**config.mk**
```make
export PLATFORM = sky130hd
export DESIGN_NAME = flit_credit_injector
export DESIGN_NICKNAME = d
export VERILOG_FILES = /design/src/rtl/flit_credit_injector_pkg.sv /design/src/rtl/flit_skid_fifo2.sv /design/src/rtl/flit_credit_injector.sv
export SDC_FILE = /design/constraint.sdc
export NUM_CORES = 1
export LEC_CHECK = 0
export CAP_MARGIN = 20
export CELL_PAD_IN_SITES_DETAIL_PLACEMENT = 2
export CELL_PAD_IN_SITES_GLOBAL_PLACEMENT = 2
export CORE_AREA = 2 2 117 119
export CTS_CLUSTER_SIZE = 30
export DETAILED_ROUTE_END_ITERATION = 7
export DIE_AREA = 0 0 119 121
export PLACE_DENSITY = 0.75
export SYNTH_ARGS = -nofsm -noshare
export SYNTH_HDL_FRONTEND = slang
export SYNTH_HIERARCHICAL = 1
export SYNTH_SLANG_ARGS = --single-unit
```
**constraint.sdc**
```tcl
create_clock -name CLK -period 3.3 [get_ports CLK]
set_input_delay 0.66 -clock CLK [delete_from_list [all_inputs] [get_ports CLK]]
set_output_delay 0.66 -clock CLK [all_outputs]
set_load 0.01 [all_outputs]
```
**src/rtl/flit_credit_injector_pkg.sv**
```systemverilog
// rtl/flit_credit_injector_pkg.sv - shared widths, credit word type and flit field helper
package flit_credit_injector_pkg;

  localparam int DEF_FLIT_WIDTH = 32;
  localparam int DEF_NUM_VCS    = 2;
  localparam int DEF_VC_BITS    = 1;
  localparam int DEF_DEST_BITS  = 4;
  localparam int DEF_BUF_DEPTH  = 4;

  // Flit layout is {valid, tail, dest, vc, data}; vc sits directly above data.
  localparam int DEF_DATA_W = DEF_FLIT_WIDTH - 2 - DEF_DEST_BITS - DEF_VC_BITS;
  localparam int DEF_CNT_W  = $clog2(DEF_BUF_DEPTH + 1);

  typedef struct packed {
    logic                   valid;
    logic [DEF_VC_BITS-1:0] vc;
  } credit_t;

  function automatic logic [DEF_VC_BITS-1:0] flit_vc(input logic [DEF_FLIT_WIDTH-1:0] flit);
    return flit[DEF_DATA_W +: DEF_VC_BITS];
  endfunction

endpackage

```
**src/rtl/flit_skid_fifo2.sv**
```systemverilog
// rtl/flit_skid_fifo2.sv - two-entry ready/valid FIFO, ready driven from registered count only
module flit_skid_fifo2 #(
  parameter int WIDTH = 8
) (
  input  logic             clk,
  input  logic             rst_n,
  input  logic [WIDTH-1:0] s_tdata,
  input  logic             s_tvalid,
  output logic             s_tready,
  output logic [WIDTH-1:0] m_tdata,
  output logic             m_tvalid,
  input  logic             m_tready
);

  logic [WIDTH-1:0] mem [2];
  logic             wr_ptr;
  logic             rd_ptr;
  logic [1:0]       count;
  logic             push;
  logic             pop;

  assign s_tready = (count != 2'd2);
  assign m_tvalid = (count != 2'd0);
  assign m_tdata  = mem[rd_ptr];
  assign push     = s_tvalid && s_tready;
  assign pop      = m_tvalid && m_tready;

  always_ff @(posedge clk or negedge rst_n) begin
    if (!rst_n) begin
      mem[0] <= '0;
      mem[1] <= '0;
      wr_ptr <= 1'b0;
      rd_ptr <= 1'b0;
      count  <= 2'd0;
    end else begin
      if (push) begin
        mem[wr_ptr] <= s_tdata;
        wr_ptr      <= ~wr_ptr;
      end
      if (pop) begin
        rd_ptr <= ~rd_ptr;
      end
      count <= count + 2'(push) - 2'(pop);
    end
  end

endmodule

```
**src/rtl/flit_credit_injector.sv**
```systemverilog
// rtl/flit_credit_injector.sv - buffers serializer flits and injects them into a router port under per-VC credit control
module flit_credit_injector
  import flit_credit_injector_pkg::*;
#(
  parameter int FLIT_WIDTH = DEF_FLIT_WIDTH,
  parameter int NUM_VCS    = DEF_NUM_VCS,
  parameter int VC_BITS    = DEF_VC_BITS,
  parameter int DEST_BITS  = DEF_DEST_BITS,
  parameter int BUF_DEPTH  = DEF_BUF_DEPTH
) (
  input  logic                  CLK,
  input  logic                  RST_N,
  input  logic [FLIT_WIDTH-1:0] in_flit,
  input  logic                  in_flit_valid,
  output logic                  in_flit_ready,
  output logic [FLIT_WIDTH-1:0] put_flit,
  input  logic [VC_BITS:0]      credit_in,
  output logic                  credit_error,
  output logic                  drained
);

  localparam int DATA_W = FLIT_WIDTH - 2 - DEST_BITS - VC_BITS;
  localparam int CNT_W  = $clog2(BUF_DEPTH + 1);
  localparam logic [CNT_W-1:0] FULL = CNT_W'(BUF_DEPTH);

  logic [FLIT_WIDTH-1:0] head;
  logic                  head_valid;
  logic                  send;
  logic [VC_BITS-1:0]    head_vc;
  logic                  ret_valid;
  logic [VC_BITS-1:0]    ret_vc;
  logic [NUM_VCS-1:0]    inc;
  logic [NUM_VCS-1:0]    dec;
  logic                  all_full;
  logic [CNT_W-1:0]      credit [NUM_VCS];

  flit_skid_fifo2 #(.WIDTH(FLIT_WIDTH)) u_fifo (
    .clk      (CLK),
    .rst_n    (RST_N),
    .s_tdata  (in_flit),
    .s_tvalid (in_flit_valid),
    .s_tready (in_flit_ready),
    .m_tdata  (head),
    .m_tvalid (head_valid),
    .m_tready (send)
  );

  // Credits are checked from the registered counters only: a return never bypasses into this cycle's send.
  assign head_vc   = head[DATA_W +: VC_BITS];
  assign send      = head_valid && (credit[head_vc] != '0);
  assign ret_valid = credit_in[VC_BITS];
  assign ret_vc    = credit_in[VC_BITS-1:0];

  always_comb begin
    inc      = '0;
    dec      = '0;
    all_full = 1'b1;
    for (int v = 0; v < NUM_VCS; v++) begin
      inc[v] = ret_valid && (ret_vc == VC_BITS'(v));
      dec[v] = send && (head_vc == VC_BITS'(v));
      if (credit[v] != FULL) begin
        all_full = 1'b0;
      end
    end
  end

  always_ff @(posedge CLK or negedge RST_N) begin
    if (!RST_N) begin
      put_flit     <= '0;
      credit_error <= 1'b0;
      for (int v = 0; v < NUM_VCS; v++) begin
        credit[v] <= FULL;
      end
    end else begin
      put_flit <= send ? {1'b1, head[FLIT_WIDTH-2:0]} : '0;
      for (int v = 0; v < NUM_VCS; v++) begin
        if (inc[v] && !dec[v]) begin
          if (credit[v] == FULL) begin
            credit_error <= 1'b1;
          end else begin
            credit[v] <= credit[v] + CNT_W'(1);
          end
        end else if (dec[v] && !inc[v]) begin
          credit[v] <= credit[v] - CNT_W'(1);
        end
      end
    end
  end

  assign drained = !head_valid && !put_flit[FLIT_WIDTH-1] && all_full;

endmodule
```
=== Word level (Yosys, flattened, before mapping) ===
Index checks and enable logic that the tools add are counted.

* Bits in registers: 107
* Bits of input ports: 37
* Output and inout port bits: 35
* Logic and storage cells: 81

* Add/sub/neg operators: 6
* Magnitude comparators: 4
* Eq/ne operators: 7
* Muxes and demuxes: 22
* Bitwise logic cells: 7
* Reduce and logical (&&, ||, !) cells: 26

{| class="wikitable"
|+ Operators by type and width
! cell !! count
|-
| 2-to-1 mux 31 bit || 3
|-
| bitwise mux 64 bit || 1
|-
| 2-to-1 mux 32 bit || 2
|-
| demux 32 bit (select 1 bit) || 1
|-
| 2-to-1 mux 3 bit || 9
|-
| logical AND 1 bit || 14
|-
| adder 3 x 1 -> 3 bit, second input constant || 2
|-
| equality test 3 bit, second input constant || 2
|-
| greater-or-equal comparator 2 bit, second input constant || 3
|-
| zero test 1 bit || 6
|-
| 2-to-1 mux 1 bit || 6
|-
| inequality test 2 bit, second input constant || 3
|-
| inequality test 3 bit, second input constant || 2
|-
| NOT 1 -> 2 bit || 3
|-
| nonzero test 2 bit || 3
|-
| subtractor 3 x 1 -> 3 bit, second input constant || 2
|-
| NOT 1 bit || 4
|-
| AND reduction 2 bit || 2
|-
| nonzero test 3 bit || 1
|-
| adder 2 x 1 -> 2 bit || 1
|-
| < comparator 2 x 1 -> 1 bit, second input constant || 1
|-
| subtractor 2 x 1 -> 2 bit || 1
|}

=== Longest topological paths before layout ===
Gate-level depths: netlist of run 1.

* Depth after elaboration: 16
* Depth in mapped cells: 12

=== Hierarchy ===
The synthesis of run 1 kept the hierarchy.

{| class="wikitable"
|+ By module, submodules not included
! module !! times used !! cells an instance !! area each (µm²) !! sequential area each (µm²)
|-
| flit_skid_fifo2 || 1 || 189 || 3,278.1 || 1,701.6
|-
| flit_credit_injector || 1 || 138 || 1,619.1 || 978.4
|}

=== Worst setup path after synthesis of run 1 ===
No wires, ideal clock.

* Path type: register to register
* Start: register u_fifo.rd_ptr
* End: register credit[5] (netlist bit)
* Library setup time: 0.082 ns
* Data arrival time: 2.508 ns
* Data required time: 3.218 ns
* Path slack: 0.711 ns
* Cell stages (with the launch flop): 12
* Path buffers: 2
* Clock period less this slack: 2.589 ns
* Path through: dfrtp_1 clkbuf_1 buf_2 mux2_2 inv_1 a31oi_1 xnor2_1 ha_1 or4b_1 nand2_1 a21oi_1 a211o_1

* Longest elaborated chain between the ends: 15

{| class="wikitable"
|+ Ends and longest elaborated chain
! item !! line !! source
|-
| from (decl) || flit_skid_fifo2.sv:17 || <nowiki>logic rd_ptr;</nowiki>
|-
| from (signal assigned) || flit_skid_fifo2.sv:41 || <nowiki>rd_ptr <= ~rd_ptr;</nowiki>
|-
| NOT 1 -> 2 bit (not written as such) * || flit_skid_fifo2.sv:24 || <nowiki>assign m_tdata = mem[rd_ptr];</nowiki>
|-
| 2-to-1 mux 31 bit (not written as such) * (3 in a row) || flit_skid_fifo2.sv:24 ||
|-
| via head[25] || flit_credit_injector.sv:26 || <nowiki>logic [FLIT_WIDTH-1:0] head;</nowiki>
|-
| NOT 1 -> 2 bit (not written as such) || flit_credit_injector.sv:50 || <nowiki>assign send = head_valid && (credit[head_vc] != '0);</nowiki>
|-
| 2-to-1 mux 3 bit (not written as such) (3 in a row) || flit_credit_injector.sv:50 ||
|-
| nonzero test 3 bit || flit_credit_injector.sv:50 ||
|-
| logical AND 1 bit || flit_credit_injector.sv:50 ||
|-
| logical AND 1 bit * || flit_credit_injector.sv:60 || <nowiki>dec[v] = send && (head_vc == VC_BITS'(v));</nowiki>
|-
| zero test 1 bit || flit_credit_injector.sv:77 || <nowiki>if (inc[v] && !dec[v]) begin</nowiki>
|-
| logical AND 1 bit || flit_credit_injector.sv:77 ||
|-
| inequality test 2 bit (no source line) or nonzero test 2 bit (tied branches) || n/a ||
|-
| AND reduction 2 bit (no source line) || n/a ||
|-
| to (signal, indexed assignment) || flit_credit_injector.sv:81 || <nowiki>credit[v] <= credit[v] + CNT_W'(1);</nowiki>
|-
| to (signal, indexed assignment) || flit_credit_injector.sv:84 || <nowiki>credit[v] <= credit[v] - CNT_W'(1);</nowiki>
|-
| to (decl) || flit_credit_injector.sv:35 || <nowiki>logic [CNT_W-1:0] credit [NUM_VCS];</nowiki>
|}

Mark *: on every way through the listed nets, which the timed path passes. The rest lies on a longest branch. The select of a mux whose other input is x is not followed.
A chain may end at the register's enable or synchronous reset.

=== Worst setup path after layout of run 1 ===
* Start: register credit[5] (netlist bit)
* End: output port drained

* Longest elaborated chain between the ends: 4

{| class="wikitable"
|+ Ends and longest elaborated chain
! item !! line !! source
|-
| inequality test 3 bit || flit_credit_injector.sv:61 || <nowiki>if (credit[v] != FULL) begin</nowiki>
|-
| 2-to-1 mux 1 bit (2 in a row) || flit_credit_injector.sv:61 ||
|-
| logical AND 1 bit || flit_credit_injector.sv:90 || <nowiki>assign drained = !head_valid && !put_flit[FLIT_WIDTH-1] && all_full;</nowiki>
|-
| to (decl) || flit_credit_injector.sv:19 || <nowiki>output logic drained</nowiki>
|}

No other way between the ends.

==> qor.yml, run 1 <==
outcome: "completed"
swShare_pct: 31.7
p_int_mw: 4.34
r2r_start: "u_fifo/count[1]"
portBuffers: 70
clockRootBuffer: "clkbuf_16"
netlist_instances: 322
crit_fanout: 7
vdd_ir_drop_max_mv: 0.445
syn_area_um2: 4810
antennaDiodeCount: 0
grt_overflow: 0
setup_viol: 0
maxCapViolCount: 0
min_period_ns: 2.79
grtUsageTotal_pct: 16.4
critPathTopFamily: "simple AND/OR/NAND/NOR gates"
clkPwrFrac_pct: 17.4
drcViolationCount: 0
clockBufferDepth: 2
wire_per_inst_um: 18.5
drv_slew: 0
pwr-share-seq_pct: 36.5
setup_tns_ns: 0
critical_path_class: "flop to output pin"
initial_utilization_pct: 36.8
vias: 2751
hp-class: "input port to asynchronous set/reset pin"
rr_worst_depth: 8
cts_tree: "built"
fmax_mhz: 359
cts_post_setup_buffers_inserted: 0
cts_buffers: 9
stdcell_count: 572
wirelength_mm: 10.6
p_per_area_nw_per_um2: 1070
rsz0062_at_grt: "no"
grt_max_degree: 66
grt_pass1_wl_mm: 18.0
cts-htree-levels: 3
worstMarginPinSlew_ns: 0.865
p_leak_nw: 2.58
antenna_found_initial: 0
min_period_over_period_pct: 84.4
crit_path_start_kind: "flop"
syn_to_final_growth_pct: 23.4
drt_iter0_markers: 104
syn_nets: 363
critPathCaptureType: "output pin"
utilization_pct: 45.4
fin_worst_skew_ns: 0.00442
cp_num_cells: 4
slowest_delay_ns: 0.59
path_clk_slew_ns: 0.07
power.total_mw: 6.35
post_cts_resized: 0
die_w_um: 119
rrSetupSlack_ns: 0.78
cts_hold_buf: 0
pwr-share-comb_pct: 46.1
worstPathArrival_ns: 2.13
ant_nets: 0
startpoint: "credit[5]"
r2r_end: "credit[5]"
clock-sinks: 105
num_rows: 42
required_ns: 2.64
nets: 432
core_um2: 13100
hold_viol: 0
drt_first_pass_iters: 3
dp_hpwl_mm: 6.99
synth_area_per_cell_um2: 14.9
vias_per_cell: 4.81
die_area_um2: 14400
crit_path_top_delay_cell: "dfstp_2"
slew_headroom_pct: 42.3
grt_pass1_vias: 3286
place_congestion: 0.754
clk_latency_ns: 0.35
placedCellCount: 556
crit_chain: "nor2b_1 > nand4_1 > nor3_1 > clkdlybuf4s50_1"
p_sw_mw: 2.01
drive_gt1_share_pct: 33.1
die_h_um: 121
io_pins: 72
crit_buf_inv: 1
finalHoldWorstSlack_ns: 0.412
synth_warnings: 6
==> layer usage <==
metal / global-route usage (%) / vias up / share of wire (%)
met3: 3.90 / 9 / 3.1
met4: 5.36 / 0 / 1.5
met2: 28.8 / 48 / 51
met5: 0 / - / 0
met1: 19.8 / 1440 / 44
li1: - / 1254 / -
==> power by group through the flow <==
stage	registers (mW)	logic [mW]	clock network [mW]
after floorplan	2.28	2.17	0
after global placement	2.29	2.86	0
after detailed placement	2.34	2.99	0
after CTS	2.33	3.01	1.15
after global routing	2.41	3.22	1.19
final	2.32	2.93	1.10
==> how the worst max path moves through the flow <==
stage,endpoint
final,drained
after global routing,drained
after CTS,drained
after detailed placement,credit[5]
after global placement,credit[5]
after floorplan,credit[5]
==> layout make-up <==
class                      count  area, um^2
clock buffer                  12         256
clock inverter                 4        51.3
fill                        1264        7150
inverter                       3        11.3
multi-input combinational    194        1970
sequential                   105        2630
tap                          176         220
timing repair buffer          78         796
==> worst register-to-register path, cell delays in order (launching register included) <==
cell and delay [ns]:
dfrtp_1 0.43, or2_2 0.41, a31oi_1 0.35, xnor2_1 0.12
ha_1 0.25, or4b_1 0.49, nand2_1 0.09, a21oi_1 0.04
a211o_1 0.27
==> sequential cells by signal (all words and copies together) (netlist names) <==
signal / flops
u_fifo/mem: 62
put_flit: 32
credit: 6
u_fifo/count: 2
credit_error: 1
u_fifo/rd_ptr: 1
u_fifo/wr_ptr: 1
==> cell usage in the layout (no fill, tap or decap), types with 3 or more instances in the layout <==
master / count
a21oi_1: 5
a31o_2: 3
and2_1: 32
buf_12: 3
buf_4: 6
clkbuf_16: 9
clkdlybuf4s50_1: 69
dfrtp_1: 102
ha_1: 4
inv_1: 3
mux2_2: 34
mux2_4: 60
nand2_1: 9
nor2_1: 4
o21ai_0: 4
xnor2_1: 8
==> through the flow <==
| step | instance area, um^2 | setup WS, ns |
|---|---|---|
| after floorplan | 4810 | 0.747 |
| after global placement | 5630 | 0.438 |
| after detailed placement | 5630 | 0.424 |
| after CTS | 5940 | 0.483 |
| after global routing | 5940 | 0.370 |
| final | 5940 | 0.515 |
No activity file was read; power rests on OpenSTA's default activity.
==> run 2: changes to the inputs <==
--- a/config.mk
+++ b/config.mk
@@ -8,11 +8,11 @@
 export CAP_MARGIN = 20
 export CELL_PAD_IN_SITES_DETAIL_PLACEMENT = 2
 export CELL_PAD_IN_SITES_GLOBAL_PLACEMENT = 2
-export CORE_AREA = 2 2 117 119
+export CORE_AREA = 2 2 122 124
 export CTS_CLUSTER_SIZE = 30
 export DETAILED_ROUTE_END_ITERATION = 7
-export DIE_AREA = 0 0 119 121
-export PLACE_DENSITY = 0.75
+export DIE_AREA = 0 0 124 126
+export PLACE_DENSITY = 0.72
 export SYNTH_ARGS = -nofsm -noshare
 export SYNTH_HDL_FRONTEND = slang
 export SYNTH_HIERARCHICAL = 1
==> constraint.sdc (replaced) <==
create_clock -name CLK -period 2.4 [get_ports CLK]
set_input_delay 0.48 -clock CLK [delete_from_list [all_inputs] [get_ports CLK]]
set_output_delay 0.48 -clock CLK [all_outputs]
set_load 0.01 [all_outputs]
==> run 2 against run 1 <==
  * Clock-buffer cell count decreased by 1
  * Highest routed layer unchanged
  * Critical path depth grew 4
  * Setup slack worse by 0.40 ns
  * Sequential share of layout area is 0.85 points lower
  * Final area up 2.0%
  * Combinational power is 45% higher
  * Routed wire length increased by 2.5%
==> qor.yml, run 2 (synthesis gave the netlist of run 1 again) <==
initial_utilization_pct: 33.6
setup_viol: 0
antennaDiodeCount: 0
fmax_mhz: 438
critical_path_class: "flop to flop"
portBuffers: 70
setup_slack_ns: 0.116
clk_latency_ns: 0.35
drt_iter0_markers: 77
path_clk_slew_ns: 0.07
slew_headroom_pct: 65.3
preCtsSetupSlack_ns: -0.213
critPathCaptureType: "flop"
clockBufferDepth: 2
largest_reg_flops: 62
drive_gt1_share_pct: 36.5
die_h_um: 126
largestRegisters: "u_fifo/mem: 62 flops, put_flit: 32 flops, credit: 6 flops"
rsz0062_at_grt: "no"
fin_worst_skew_ns: 0.00663
crit_fanout: 4
core_um2: 14300
grt_pass1_wl_mm: 18.0
wirelength_mm: 10.8
syn_to_final_growth_pct: 25.8
drt_first_pass_iters: 4
nets: 447
cts_tree: "built"
fin_area_um2: 6050
wire_per_inst_um: 18.2
n_fill_cell: 1397
vdd_ir_drop_max_mv: 0.528
drv_slew: 0
worstMarginPinSlew_ns: 0.521
hp-class: "input port to asynchronous set/reset pin"
grtUsageTotal_pct: 15.2
io_pins: 72
max_flop_register: "u_fifo/mem"
die_area_um2: 15600
dp_hpwl_mm: 7.10
crit_path_start_kind: "flop"
vias: 2816
worstPathArrival_ns: 2.56
layout_common_cells: "dfrtp_1 (102), clkdlybuf4s50_1 (68), mux2_4 (61), mux2_2 (33), and2_1 (32)"
layout_commonest_cell: "dfrtp_1"
ant_nets: 0
clock-sinks: 105
grt_max_degree: 52
min_period_over_period_pct: 95.2
min_period_ns: 2.28
register_area_um2: 2630
vias_per_cell: 4.73
antenna_found_initial: 0
grt_overflow: 0
outcome: "completed"
p_per_area_nw_per_um2: 1460
clockRootBuffer: "clkbuf_16"
utilization_pct: 42.3
cts_buffers: 9
num_rows: 44
p_leak_nw: 2.65
setup_tns_ns: 0
place_congestion: 0.725
maxCapViolCount: 0
placed_area_um2: 5750
multi_input_area_um2: 1990
cts-htree-levels: 3
grt_pass1_vias: 3283
die_w_um: 124
drcViolationCount: 0
required_ns: 2.67
power.total_mw: 8.84
hold_viol: 0
-- run 2: final cells by class --
cell class	count	share of cell area (%)
Timing Repair Buffer	93	15.0
Inverter	3	0.186
Multi-Input combinational cell	194	32.9
Sequential cell	105	43.5
Tap cell	184	3.80
Clock inverter	5	0.641
Clock buffer	11	4.01
-- run 2: power by group --
part	total, mW	switching, mW	internal, mW
Combinational	4.26	1.69	2.57
Clock	1.42	0.677	0.739
Sequential	3.17	0.485	2.68
-- run 2: worst max-delay path: stages, from the launching register on --
cell,delay (ns)
dfrtp_1,0.39
or3_4,0.41
a31oi_2,0.23
xnor2_1,0.11
ha_2,0.20
or4b_1,0.47
nand2_1,0.09
a21oi_1,0.05
a211o_1,0.27
-- run 2: stage by stage --
| step | hold slack, ns | std cells |
|---|---|---|
| 3_3_place_gp | 0.473 | 578 |
| 4_1_cts | 0.111 | 594 |
| 6_report | 0.100 | 595 |
| 3_5_place_dp | 0.490 | 578 |
| 5_1_grt | 0.125 | 595 |
| 2_1_floorplan | 0.184 | 322 |
-- run 2: per-layer routing --
| layer | share of wire [%] | vias to the layer above | wire length [um] | global-route usage [%] |
|---|---|---|---|---|
| met5 | 0 | - | 0 | 0 |
| met4 | 1.5 | 0 | 164 | 5.09 |
| met3 | 3.3 | 11 | 357 | 3.31 |
| met2 | 51 | 45 | 5560 | 25.1 |
| met1 | 44 | 1474 | 4760 | 19.8 |
| li1 | - | 1286 | - | - |
-- run 2: path summary, 6_finish.rpt --
check / start / to / slack [ns] / depth (start not counted)
worst max-delay path: credit[4] / credit[5] / 0.12 / 8
worst min-delay path: RST_N / put_flit[8] / 0.10 / 1
worst max register to register: credit[4] / credit[5] / 0.12 / 8
worst min register to register: u_fifo/wr_ptr / u_fifo/wr_ptr / 0.50 / 1
max in group asynchronous: RST_N / u_fifo/mem[21] / 1.63 / 2
min in group CLK: u_fifo/wr_ptr / u_fifo/wr_ptr / 0.50 / 1
-- run 2: what timing repair did --
item                                    CTS  global route
gates resized for setup                   1             4
hold buffers                              0             0
hold endpoints to repair                  0             0
pin swaps                                 0             1
setup buffers                             0             1
endpoints found under the setup margin    1             2
cloned                                    0             0
